--- src/rtl/timer_pkg.sv ---
// Shared definitions for the tick timer / interrupt scheduler: register map,
// control/config bit positions and the arbiter state encoding.
package timer_pkg;

    localparam logic [3:0] AddrCtrl     = 4'd0;
    localparam logic [3:0] AddrPrescale = 4'd1;
    localparam logic [3:0] AddrCount    = 4'd2;
    localparam logic [3:0] AddrPending  = 4'd3;
    localparam logic [3:0] AddrChBase   = 4'd4;

    localparam int unsigned ChStride     = 3;
    localparam int unsigned ChCmpOffs    = 0;
    localparam int unsigned ChPeriodOffs = 1;
    localparam int unsigned ChCfgOffs    = 2;

    localparam int unsigned CtrlEnBit     = 0;
    localparam int unsigned CtrlClrBit    = 1;
    localparam int unsigned CfgChEnBit    = 0;
    localparam int unsigned CfgPeriodicBit = 1;

    typedef enum logic [1:0] {
        StIdle,
        StPresent,
        StGap
    } arb_state_t;

    function automatic logic [3:0] ch_addr(input int unsigned ch, input int unsigned offs);
        return AddrChBase + 4'(ChStride * ch) + 4'(offs);
    endfunction

endpackage

--- src/rtl/timer_channel.sv ---
// One compare channel: CMP/PERIOD/CFG registers, match detect against the
// post-tick count, and periodic reload or one-shot self-disable.
module timer_channel
    import timer_pkg::*;
#(
    parameter int unsigned CW = 16
) (
    input  logic          clk,
    input  logic          rst,
    input  logic          tick,
    input  logic [CW-1:0] count_next,
    input  logic          we_cmp,
    input  logic          we_period,
    input  logic          we_cfg,
    input  logic [CW-1:0] wdata,
    output logic [CW-1:0] cmp,
    output logic [CW-1:0] period,
    output logic [1:0]    cfg,
    output logic          match
);

    logic [CW-1:0] cmp_q, cmp_d, period_q;
    logic [1:0]    cfg_q, cfg_d;
    logic          reload;

    assign match  = tick && cfg_q[CfgChEnBit] && (cmp_q == count_next);
    assign reload = cfg_q[CfgPeriodicBit] && (period_q != '0);

    // Bus writes are applied last so they override the hardware update.
    always_comb begin
        cmp_d = cmp_q;
        cfg_d = cfg_q;
        if (match) begin
            if (reload) begin
                cmp_d = cmp_q + period_q;
            end else begin
                cfg_d[CfgChEnBit] = 1'b0;
            end
        end
        if (we_cmp) begin
            cmp_d = wdata;
        end
        if (we_cfg) begin
            cfg_d = wdata[1:0];
        end
    end

    always_ff @(posedge clk or posedge rst) begin
        if (rst) begin
            cmp_q    <= '0;
            period_q <= '0;
            cfg_q    <= '0;
        end else begin
            cmp_q <= cmp_d;
            cfg_q <= cfg_d;
            if (we_period) begin
                period_q <= wdata;
            end
        end
    end

    assign cmp    = cmp_q;
    assign period = period_q;
    assign cfg    = cfg_q;

endmodule

--- src/rtl/timer_sched.sv ---
// Tick timer with prescaler, free-running counter, N compare channels and a
// fixed-priority interrupt presenter with acknowledge handshake.
module timer_sched
    import timer_pkg::*;
#(
    parameter int unsigned N_CH         = 4,
    parameter int unsigned CW           = 16,
    parameter int unsigned PRESCALE_RST = 75000
) (
    input  logic        clk,
    input  logic        rst,
    input  logic        bus_we,
    input  logic        bus_re,
    input  logic [3:0]  bus_addr,
    input  logic [15:0] bus_wdata,
    output logic [15:0] bus_rdata,
    output logic        irq,
    output logic [1:0]  irq_id,
    input  logic        irq_ack
);

    logic          en_q;
    logic [CW-1:0] prescale_q, pcnt_q, count_q, count_inc, wdata_cw;
    logic          wr_ctrl, wr_prescale, wr_pending, clr, tick, tick_eff;

    logic [N_CH-1:0] pending_q, pending_d, match;
    logic [CW-1:0]   ch_cmp    [N_CH];
    logic [CW-1:0]   ch_period [N_CH];
    logic [1:0]      ch_cfg    [N_CH];

    arb_state_t state_q, state_d;
    logic       irq_q, irq_d, ack_fire, pend_cur;
    logic [1:0] irq_id_q, irq_id_d, lowest;
    logic [15:0] rdata_q, rdata_d;

    assign wdata_cw    = CW'(bus_wdata);
    assign wr_ctrl     = bus_we && (bus_addr == AddrCtrl);
    assign wr_prescale = bus_we && (bus_addr == AddrPrescale);
    assign wr_pending  = bus_we && (bus_addr == AddrPending);
    assign clr         = wr_ctrl && bus_wdata[CtrlClrBit];

    assign tick      = en_q && (pcnt_q == prescale_q);
    // A simultaneous clear suppresses the tick, so no channel can match on it.
    assign tick_eff  = tick && !clr;
    assign count_inc = count_q + CW'(1);

    always_ff @(posedge clk or posedge rst) begin
        if (rst) begin
            en_q       <= 1'b0;
            prescale_q <= CW'(PRESCALE_RST);
            pcnt_q     <= '0;
            count_q    <= '0;
        end else begin
            if (wr_ctrl) begin
                en_q <= bus_wdata[CtrlEnBit];
            end
            if (wr_prescale) begin
                prescale_q <= wdata_cw;
            end
            if (clr || wr_prescale) begin
                pcnt_q <= '0;
            end else if (en_q) begin
                pcnt_q <= tick ? '0 : pcnt_q + CW'(1);
            end
            if (clr) begin
                count_q <= '0;
            end else if (tick) begin
                count_q <= count_inc;
            end
        end
    end

    for (genvar i = 0; i < N_CH; i++) begin : g_ch
        timer_channel #(
            .CW(CW)
        ) u_ch (
            .clk       (clk),
            .rst       (rst),
            .tick      (tick_eff),
            .count_next(count_inc),
            .we_cmp    (bus_we && (bus_addr == ch_addr(i, ChCmpOffs))),
            .we_period (bus_we && (bus_addr == ch_addr(i, ChPeriodOffs))),
            .we_cfg    (bus_we && (bus_addr == ch_addr(i, ChCfgOffs))),
            .wdata     (wdata_cw),
            .cmp       (ch_cmp[i]),
            .period    (ch_period[i]),
            .cfg       (ch_cfg[i]),
            .match     (match[i])
        );
    end

    assign ack_fire = (state_q == StPresent) && irq_ack;

    // Clears first, then hardware sets, so a same-cycle set wins.
    always_comb begin
        pending_d = pending_q;
        if (wr_pending) begin
            pending_d &= ~bus_wdata[N_CH-1:0];
        end
        for (int i = 0; i < int'(N_CH); i++) begin
            if (ack_fire && (irq_id_q == 2'(i))) begin
                pending_d[i] = 1'b0;
            end
        end
        pending_d |= match;
    end

    always_comb begin
        lowest   = '0;
        pend_cur = 1'b0;
        for (int i = int'(N_CH) - 1; i >= 0; i--) begin
            if (pending_q[i]) begin
                lowest = 2'(i);
            end
        end
        for (int i = 0; i < int'(N_CH); i++) begin
            if (irq_id_q == 2'(i)) begin
                pend_cur = pending_q[i];
            end
        end
    end

    always_comb begin
        state_d  = state_q;
        irq_d    = irq_q;
        irq_id_d = irq_id_q;
        unique case (state_q)
            StIdle: begin
                if (|pending_q) begin
                    state_d  = StPresent;
                    irq_d    = 1'b1;
                    irq_id_d = lowest;
                end
            end
            StPresent: begin
                if (irq_ack || !pend_cur) begin
                    state_d = StGap;
                    irq_d   = 1'b0;
                end
            end
            StGap:   state_d = StIdle;
            default: state_d = StIdle;
        endcase
    end

    always_ff @(posedge clk or posedge rst) begin
        if (rst) begin
            state_q   <= StIdle;
            irq_q     <= 1'b0;
            irq_id_q  <= '0;
            pending_q <= '0;
        end else begin
            state_q   <= state_d;
            irq_q     <= irq_d;
            irq_id_q  <= irq_id_d;
            pending_q <= pending_d;
        end
    end

    always_comb begin
        rdata_d = '0;
        case (bus_addr)
            AddrCtrl:     rdata_d[CtrlEnBit] = en_q;
            AddrPrescale: rdata_d = 16'(prescale_q);
            AddrCount:    rdata_d = 16'(count_q);
            AddrPending:  rdata_d = 16'(pending_q);
            default:      rdata_d = '0;
        endcase
        for (int unsigned i = 0; i < N_CH; i++) begin
            if (bus_addr == ch_addr(i, ChCmpOffs)) begin
                rdata_d = 16'(ch_cmp[i]);
            end
            if (bus_addr == ch_addr(i, ChPeriodOffs)) begin
                rdata_d = 16'(ch_period[i]);
            end
            if (bus_addr == ch_addr(i, ChCfgOffs)) begin
                rdata_d = 16'(ch_cfg[i]);
            end
        end
    end

    always_ff @(posedge clk or posedge rst) begin
        if (rst) begin
            rdata_q <= '0;
        end else if (bus_re) begin
            rdata_q <= rdata_d;
        end
    end

    assign bus_rdata = rdata_q;
    assign irq       = irq_q;
    assign irq_id    = irq_id_q;

endmodule

--- config.mk ---
export PLATFORM = sky130hd
export DESIGN_NAME = timer_sched
export DESIGN_NICKNAME = d
export VERILOG_FILES = /design/src/rtl/timer_pkg.sv /design/src/rtl/timer_channel.sv /design/src/rtl/timer_sched.sv
export SDC_FILE = /design/constraint.sdc
export NUM_CORES = 1
export LEC_CHECK = 0
export ABC_CLOCK_PERIOD_IN_PS = 8200
export CORE_ASPECT_RATIO = 0.7
export CORE_UTILIZATION = 63
export DETAILED_ROUTE_END_ITERATION = 8
export GPL_TIMING_DRIVEN = 0
export PLACE_DENSITY = 0.78
export SLEW_MARGIN = 20
export SYNTH_ARGS = -nofsm -noshare
export SYNTH_HDL_FRONTEND = slang
export SYNTH_SLANG_ARGS = --single-unit
--- constraint.sdc ---
create_clock -name clk -period 8.2 [get_ports clk]
set_clock_uncertainty 0.1 [all_clocks]
set_input_delay 1.64 -clock clk [delete_from_list [all_inputs] [get_ports clk]]
set_output_delay 1.64 -clock clk [all_outputs]
set_load 0.03 [all_outputs]
Yosys cells after proc, flatten, opt, wreduce, memory -nomap -nowiden
Index checks and enable logic that the tools add are counted.
{"block": "totals", "input_bits": 25, "regBits": 210, "out_inout_bits": 19, "wordCells": 199}
{"block": "classes", "n_addsub": 6, "muxes": 62, "bitwise_logic": 3, "reduce_logical": 73, "eq_ne": 30}
{"operator": "16-bit two-way mux", "count": 29}
{"operator": "16-bit == test", "count": 5}
{"operator": "16-bit adder", "count": 4}
{"operator": "16-bit nonzero test", "count": 4}
{"operator": "15-bit one-hot mux with 3 select lines", "count": 1}
{"operator": "1-bit logical AND", "count": 35}
{"operator": "16-bit by 1-bit adder with 16-bit output (second input constant)", "count": 2}
{"operator": "4-bit == test (second input constant)", "count": 8}
{"operator": "2-bit nonzero test", "count": 15}
{"operator": "1-bit two-way mux", "count": 22}
{"operator": "2-bit AND reduction", "count": 10}
{"operator": "4-bit by 3-bit == test with 1-bit output (second input constant)", "count": 4}
{"operator": "2-bit two-way mux", "count": 6}
{"operator": "2-bit by 1-bit inequality test with 1-bit output (second input constant)", "count": 5}
{"operator": "4-bit by 2-bit == test with 1-bit output (second input constant)", "count": 2}
{"operator": "4-bit bitwise AND", "count": 1}
{"operator": "2-bit by 1-bit == test with 1-bit output (second input constant)", "count": 2}
{"operator": "2-bit == test (second input constant)", "count": 2}
{"operator": "4-bit by 1-bit == test with 1-bit output (second input constant)", "count": 1}
{"operator": "2-bit logical NOT", "count": 2}
{"operator": "4-bit logical NOT", "count": 1}
{"operator": "4-bit two-way mux", "count": 1}
{"operator": "4-bit NOT", "count": 1}
{"operator": "4-bit bitwise OR", "count": 1}
{"operator": "other kinds (8)", "count": 10}

Logic depth before layout (Yosys ltp)
{"block": "logic_depth", "word_depth": 14, "depth_mapped": 12, "depth_no_buf": 11}

By module
From an unflattened synthesis, not the netlist that was laid out.
{"block": "hier_totals", "cells_unflattened": 1588, "area_unflattened_um2": 14954.3}
{"mod": "timer_channel at g_ch[0].u_ch ...", "cells_per_inst": 232, "seq_area_each_um2": 850.8, "area_each_um2": 2349.8, "instances": 3}
{"mod": "timer_sched", "cells_per_inst": 668, "seq_area_each_um2": 1860.5, "area_each_um2": 5552.8, "instances": 1}
{"mod": "timer_channel at g_ch[3].u_ch", "cells_per_inst": 224, "seq_area_each_um2": 850.8, "area_each_um2": 2352.3, "instances": 1}

Worst setup path after synthesis
Ideal clock, no wire load.
{"block": "synth_path", "path_type": "input -> register", "startpoint": "input bus_addr[2]", "endpoint": "register g_ch[3].u_ch.cmp_q[13]", "required_time_ns": 7.975, "path_stages": 10, "setup_time_ns": 0.125, "arrival_time_ns": 3.802, "n_path_buf": 2, "setup_slack_ns": 4.173, "cell_sequence": "buf_2 -> nor2_1 -> and4_1 -> clkbuf_1 -> or3_1 -> nor3b_1 -> and4_1 -> nand4_2 -> mux2_2 -> mux2_2"}
{"block": "synth_via", "elab_chain_len": 9, "elab_cells_between_ends": 13, "cone_classes": "eq/ne: 1; mux: 1; reduce/logical: 11"}
{"element": "start, declared", "line_no": "timer_sched.sv:14", "text": "input logic [3:0] bus_addr,"}
{"element": "4-bit logical NOT", "line_no": "timer_sched.sv:37", "text": "assign wr_ctrl = bus_we && (bus_addr == AddrCtrl);"}
{"element": "1-bit logical AND", "line_no": "timer_sched.sv:37"}
{"element": "1-bit logical AND", "line_no": "timer_sched.sv:40", "text": "assign clr = wr_ctrl && bus_wdata[CtrlClrBit];"}
{"element": "1-bit logical NOT", "line_no": "timer_sched.sv:44", "text": "assign tick_eff = tick && !clr;"}
{"element": "1-bit logical AND", "line_no": "timer_sched.sv:44"}
{"element": "1-bit logical AND (2 in series)", "line_no": "timer_channel.sv:26", "text": "assign match = tick && cfg_q[CfgChEnBit] && (cmp_q == count_next);"}
{"element": "2-bit nonzero test (no line)"}
{"element": "2-bit AND reduction (no line)"}
{"element": "end signal, assigned", "line_no": "timer_channel.sv:54", "text": "cmp_q <= cmp_d;"}
{"element": "end, declared", "line_no": "timer_channel.sv:22", "text": "logic [CW-1:0] cmp_q, cmp_d, period_q;"}
Several ways; a longest one is shown, not always the timed one.
A chain may end at the register's enable or synchronous reset.

Worst setup path after layout
{"block": "layout_path", "startpoint": "input bus_addr[0]", "endpoint": "register g_ch[1].u_ch.cmp_q[3]"}
{"block": "layout_via", "elab_chain_len": 9, "elab_cells_between_ends": 13, "cone_classes": "eq/ne: 1; mux: 1; reduce/logical: 11"}
{"element": "4-bit logical NOT", "line_no": "timer_sched.sv:37"}
{"element": "1-bit logical AND", "line_no": "timer_sched.sv:37"}
{"element": "1-bit logical AND", "line_no": "timer_sched.sv:40"}
{"element": "1-bit logical NOT", "line_no": "timer_sched.sv:44"}
{"element": "1-bit logical AND", "line_no": "timer_sched.sv:44"}
{"element": "1-bit logical AND (2 in series)", "line_no": "timer_channel.sv:26"}
{"element": "2-bit nonzero test (no line)"}
{"element": "2-bit AND reduction (no line)"}
{"element": "end signal, assigned", "line_no": "timer_channel.sv:54"}
{"element": "end, declared", "line_no": "timer_channel.sv:22"}
Several ways; a longest one is shown, not always the timed one.

==> flow_summary.ini <==
[timing]
post-route-min-period_ns = 4.75
period_share_pct = 57.9
hold_viol_final = 0
relSlewSlack_pct = 27.5
drv_slew = 0
finalSetupViolCount = 0
tightest_slew_ns = 1.09
grt_setup_unrepaired = no
tns_ns = 0
fmax_mhz = 210
setup_slack_ns = 3.45

[die]
core_area_sq_um = 23000
dieArea_sq_um = 24400
die_x_um = 186
ios = 44
num_rows = 46
start_util_pct = 65.1
die_height_um = 131

[critical_path]
crit_fanout = 10
path_class = primary input to register
cp.buffers_inverters = 4
critical_path.max_stage_delay_ns = 0.87
worstSetupEndpointType = register
critPathMostFrequentCell = clkbuf_1
critPathSlowestCell = nor2_1
endpoint = g_ch[1].u_ch.cmp[3]
cp-startpoint = bus_addr[0]
crit-reg2reg-launch = count_q[1]
r2r_cells = 10
cp.required_ns = 8.54
crit_path_cell_trace = clkdlybuf4s50_1 > clkbuf_1 > nand2_1 > nor2_1 > nand2_1 > clkbuf_1 > clkbuf_1 > a21oi_1
cp.depth = 8
start_kind = primary input
r2r_slack_ns = 3.88
crit_family = buffers and inverters
cp.arrival_ns = 5.09
r2r-end = g_ch[3].u_ch.cmp[14]

[clock_tree]
clock-root-buffer = clkbuf_16
tritoncts = yes
path_clk_slew_ns = 0.06
cts_resized = 0
max-clock-path-buffers = 3
post_cts_buffers = 0
numCtsBuffers = 22
cts_hold_buf = 0
worstSkewPairLatency_ns = 0.54
htree_levels = 1
cts.sinks = 210

[final_layout]
drive_gt1_share_pct = 11.1
stdcell_count = 1976
nNetsFinal = 1735
final-seq-area_sq_um = 5260
area_growth_pct = 10.3
n_fill_cell = 1722
multi_input_area_sq_um = 9220

[grt]
antenna_found_initial = 5
busiest_layer = met1
grt_pass1_wl_um = 80500
gr-usage-all-layers_pct = 45.6
grt_overflow_total = 0
use_met3_pct = 17.7
grt_pass1_vias = 12800
grt_start_max_net_pins = 89
use_met2_pct = 61.9
use_met1_pct = 64.6

[placed_design]
dp_cells = 1932
dpl_worst_slack_ns = 3.11
place.gp.congestion = 1.07
io_buffers = 29
dp.final_hpwl_um = 41400

[routing]
final_antenna_net_count = 0
postRouteWirelength_um = 54400
drtPass1Iterations = 5
viasPerCell = 7.07
drc_errors = 0
routedWlPerCell_um = 27.5
dr_total_vias = 14000
dr.first_iter.drc_count = 1623

[logic_synthesis]
synth_flop_cell = dfrtp_1
postSynthAreaPerCell_sq_um = 9.41
synth_top_area_share_pct = 34.0
yosys-top-cells-area = dfrtp_1 34%, mux2_2 6.5%, ha_1 5.2%
syn_nets = 1680
async_reset_ff_share_pct = 100
synth_edf_count = 0
synthCells = 1589
synth_seq_area_share_pct = 35.2
synth.distinct_cells = 81
ys_warn_count = 0
synth_largest_area_cell = dfrtp_1
syn_area_sq_um = 15000
ys_seq_elements = 210

[status]
status = finished clean

[power]
irDropWorstVdd_v = 0.000217
power_density_nw_per_um2 = 289
cellLeakagePower_nw = 7.08
power_mw = 4.77

[flow_run]
drv_cap = 0

[hold_path]
hp-class = register to register
[worst register-to-register path, cell delays in order (launching register included)]
cell,delay (ns)
dfrtp_1,0.63
ha_1,0.32
nand3_1,0.23
nor4_1,0.70
xnor2_1,0.42
xnor2_1,0.22
nor4_1,0.42
nand4_2,0.41
buf_2,0.37
a31oi_1,0.23
o21ai_0,0.12
[cell type report]
class / instances / share of cell area (%)
well taps: 312 / 2.37
multi-input cells: 1257 / 55.9
repair buffers: 31 / 2.09
inverters: 31 / 0.751
plain buffers: 91 / 2.35
clock inverters: 9 / 0.622
flip-flops and latches: 210 / 31.9
clock buffers: 31 / 3.97
diodes: 4 / 0.0607
[how the worst min path moves through the flow]
stage | start | to | slack (ns) | cells after the start
floorplan | state_q[1] | state_q[0] | 0.33 | 1
CTS | state_q[1] | state_q[0] | 0.37 | 1
global placement | state_q[1] | state_q[0] | 0.34 | 1
finish | state_q[1] | state_q[0] | 0.37 | 1
detailed placement | state_q[1] | state_q[0] | 0.36 | 1
global route | state_q[1] | state_q[0] | 0.40 | 1
[metrics by stage]
stage                     util (%)  hold slack, ns  cell area (sq um)
final                         71.8           0.373              16500
after global routing          71.8           0.398              16500
after CTS                     71.8           0.367              16500
after detailed placement      68.5           0.358              15700
after global placement        68.1           0.338              15600
after floorplan                  -           0.328              15000
[layout by cell type, fill, tap and decap left out, types with 15 or more instances in the layout]
cell type        count
xor2_1              48
xnor3_1             19
a21oi_1            103
buf_1               16
inv_1               30
a22oi_1             19
clkbuf_1            61
nor2b_1             19
clkdlybuf4s50_1     29
nor2_1             157
a221oi_1            26
nand2b_1            15
nor4_1              30
or3_1               22
xnor2_1             83
ha_1                62
nand2_1            113
nand3_1             37
nand4_1             20
a31oi_1             17
a22o_1              23
mux2_2              86
clkbuf_16           23
nor3_1              46
mux2i_1             56
dfrtp_1            203
a41oi_1             15
o21ai_0             67
[registers in the layout (all words and copies together), names as in the netlist]
signal            cells
g_ch.u_ch.cmp        64
pending_q             4
state_q               2
count_q              16
en_q                  1
irq                   1
g_ch.u_ch.period     64
g_ch.u_ch.cfg         8
prescale_q           16
irq_id                2
bus_rdata            16
pcnt_q               16
[logic make-up (layout without fill, tap and decap cells)]
family	count (synthesis)	after routing	share of synthesized area (%)
buf+inv	122	193	3.37
compound gates	356	356	15.7
xor+xnor	152	152	10.8
mux	146	146	10.8
other cells	0	4	0
flops	210	210	35.2
simple gates	537	537	18.4
fa+ha+maj	66	66	5.72
[Yosys cell counts, types with 26 or more instances]
library cell  count
o21ai_0          67
nor3_1           49
mux2i_1          56
ha_1             62
inv_1            31
nand3_1          37
nor2_1          157
mux2_2           86
a221oi_1         26
nor4_1           31
xnor2_1          83
clkbuf_1         58
a21oi_1         103
nand2_1         113
xor2_1           48
dfrtp_1         203
[where the power goes]
| group | total [mW] | switching [mW] | internal, mW |
|---|---|---|---|
| combinational | 2.04 | 1.12 | 0.922 |
| sequential | 1.66 | 0.401 | 1.26 |
| clock | 1.07 | 0.453 | 0.621 |
[metal layers]
metal	share of wire, %	wire length, um
met5	0.075	41
met4	4.7	2560
met1	41	22200
met3	15	8380
met2	39	21200
(Power assumes the default switching activity.)
==> RTL change: new RTL, config.mk and constraints unchanged <==
Add an input register stage for `irq_ack`, cleared by the reset; this delays it by one clock. The other inputs are not delayed to match.
--- a/src/rtl/timer_sched.sv
+++ b/src/rtl/timer_sched.sv
@@ -19,6 +19,16 @@
     input  logic        irq_ack
 );
 
+    logic irq_ack_q;
+
+    always_ff @(posedge clk or posedge rst) begin
+        if (rst) begin
+            irq_ack_q <= '0;
+        end else begin
+            irq_ack_q <= irq_ack;
+        end
+    end
+
     logic          en_q;
     logic [CW-1:0] prescale_q, pcnt_q, count_q, count_inc, wdata_cw;
     logic          wr_ctrl, wr_prescale, wr_pending, clr, tick, tick_eff;
@@ -89,7 +99,7 @@
         );
     end
 
-    assign ack_fire = (state_q == StPresent) && irq_ack;
+    assign ack_fire = (state_q == StPresent) && irq_ack_q;
 
     // Clears first, then hardware sets, so a same-cycle set wins.
     always_comb begin
@@ -133,7 +143,7 @@
                 end
             end
             StPresent: begin
-                if (irq_ack || !pend_cur) begin
+                if (irq_ack_q || !pend_cur) begin
                     state_d = StGap;
                     irq_d   = 1'b0;
                 end
Function: changed (a bounded check fails within 10 cycles, from zero or initial values and one cycle with rst high).
==> RTL change against the original RTL <==
Worst setup slack lost 0.35 ns. Fmax shrank 6.8%. Hold slack better by 0.011 ns. Count of clock-buffer cells in the layout up 2. Routed wire length up 3.5%. Power grew 2.2%. Sequential cell count grew 1. Synthesized cell count rose by 3.6%. Synthesized area up 1.1%. Global-route usage rose by 0.085 points. Register-to-register slack improved by 0.03 ns. Design area up 1.1%. Non-clock buffer count down 6.
==> RTL change: results (changes against the original RTL) <==
metric,value,unit,change
ANT cells,1,,was 4
Detailed Routing Iterations Pass 1,7,,was 5
Seq. cell area,5289,sq um,was 5264 sq um
Least-Margin Pin Slew,1.146,ns,was 1.087 ns
"reg-to-reg slack, setup",3.91,ns,was 3.88 ns
first-pass GRT wire length,84350,um,"was 80,470 um"
initial antenna violation count,2,,was 5
nonclk inv count,38,,was 31
Total Nets Final,1791,,"was 1,735"
Yosys cell types,84,,was 81
sequential share of the synthesized area,34.96,%,was 35.19%
"Net Count, Synth",1737,,"was 1,680"
Critical Path AT,5.39,ns,was 5.09 ns
layout clock buffer count,33,,was 31
bufs w/o clock,116,,was 122
Lkg Pwr,6.906,nW,was 7.079 nW
gr usage total,45.69,%,was 45.61%
Worst Setup SP,bus_addr[1],,was bus_addr[0]
Port-buffer cells,27,,was 29
layout cells sized above 1,9.965,%,was 11.14%
NonClk Buf Share,4.111,%,was 4.444%
largest net degree at the start of global routing,99,,was 89
CP endpoint,g_ch[1].u_ch.cmp[6]$_DFFE_PP0P_,,was g_ch[1].u_ch.cmp[3]$_DFFE_PP0P_
Placement Cell Area,15860,sq um,"was 15,720 sq um"
Hold Crit Endpoint,state_q[0]$_DFFE_PP0P_,,unchanged
clk tree area frac,4.839,%,was 4.596%
multi-input logic portion of the cell area,56.04,%,was 55.88%
R2R depth,12,,was 10
area delta synth->final,10.25,%,was 10.30%
TritonCTS Buffers,23,,was 22
Iteration-0 DRC Markers,2161,,"was 1,623"
synth top area cells,"dfrtp_1 34%, mux2_2 6.0%, xnor2_1 5.6%",,"was dfrtp_1 34%, mux2_2 6.5%, ha_1 5.2%"
multi-input gate count,1310,,"was 1,257"
fill cell count,1824,,"was 1,722"
status,"complete, no violations",,unchanged
HPWL after DPL,42230,um,"was 41,440 um"
## RTL change: changes by cell type after synthesis, sizes merged, moves of 11 or more
cell / change
nand2: +36
nor2: -11
a21oi: -18
xnor2: +15
o21ai: +25
xor2: -14
## RTL change: worst max-delay path, stage by stage
cell             delay (ns)
clkdlybuf4s50_1        0.59
nor2_1                 0.14
and4_1                 0.20
clkbuf_1               0.35
or3_1                  0.59
or2_2                  0.36
nor4_2                 0.45
nand2_1                0.41
buf_2                  0.36
mux2i_1                0.19
a21oi_1                0.09
## RTL change: cells by family after synthesis
group | Yosys count | synth area share (%)
buf+inv | 125 | 3.325
flops | 211 | 34.96
xor+xnor | 147 | 9.958
compound gates | 391 | 17.37
mux | 132 | 9.643
fa+ha+maj | 66 | 5.657
simple gates | 574 | 19.09
## RTL change: layer usage
layer	GRT usage (%)	up-vias	part of all wire [%]
li1	-	6204	-
met1	62.72	6928	39
met2	64.81	1029	40
met3	14.98	225	14
met4	21.99	0	5.9
met5	0	-	0
## RTL change: metrics by stage
stage,instances,total power [mW],setup WS [ns],hold WS [ns]
2_1_floorplan,1646,3.026,0.7057,0.3325
3_3_place_gp,1991,3.562,-2.200,0.3522
3_5_place_dp,1993,3.633,2.649,0.3676
4_1_cts,2034,4.784,3.220,0.3853
5_1_grt,2034,5.067,3.017,0.4138
6_report,2035,4.876,3.102,0.3838
## RTL change: power breakdown
part / internal, mW / total, mW / leakage, nW / switching (mW)
sequential: 1.26 / 1.69 / 2.57 / 0.428
clock: 0.687 / 1.15 / 0.398 / 0.462
combinational: 0.903 / 2.04 / 3.94 / 1.13
total: 2.85 / 4.88 / 6.91 / 2.02
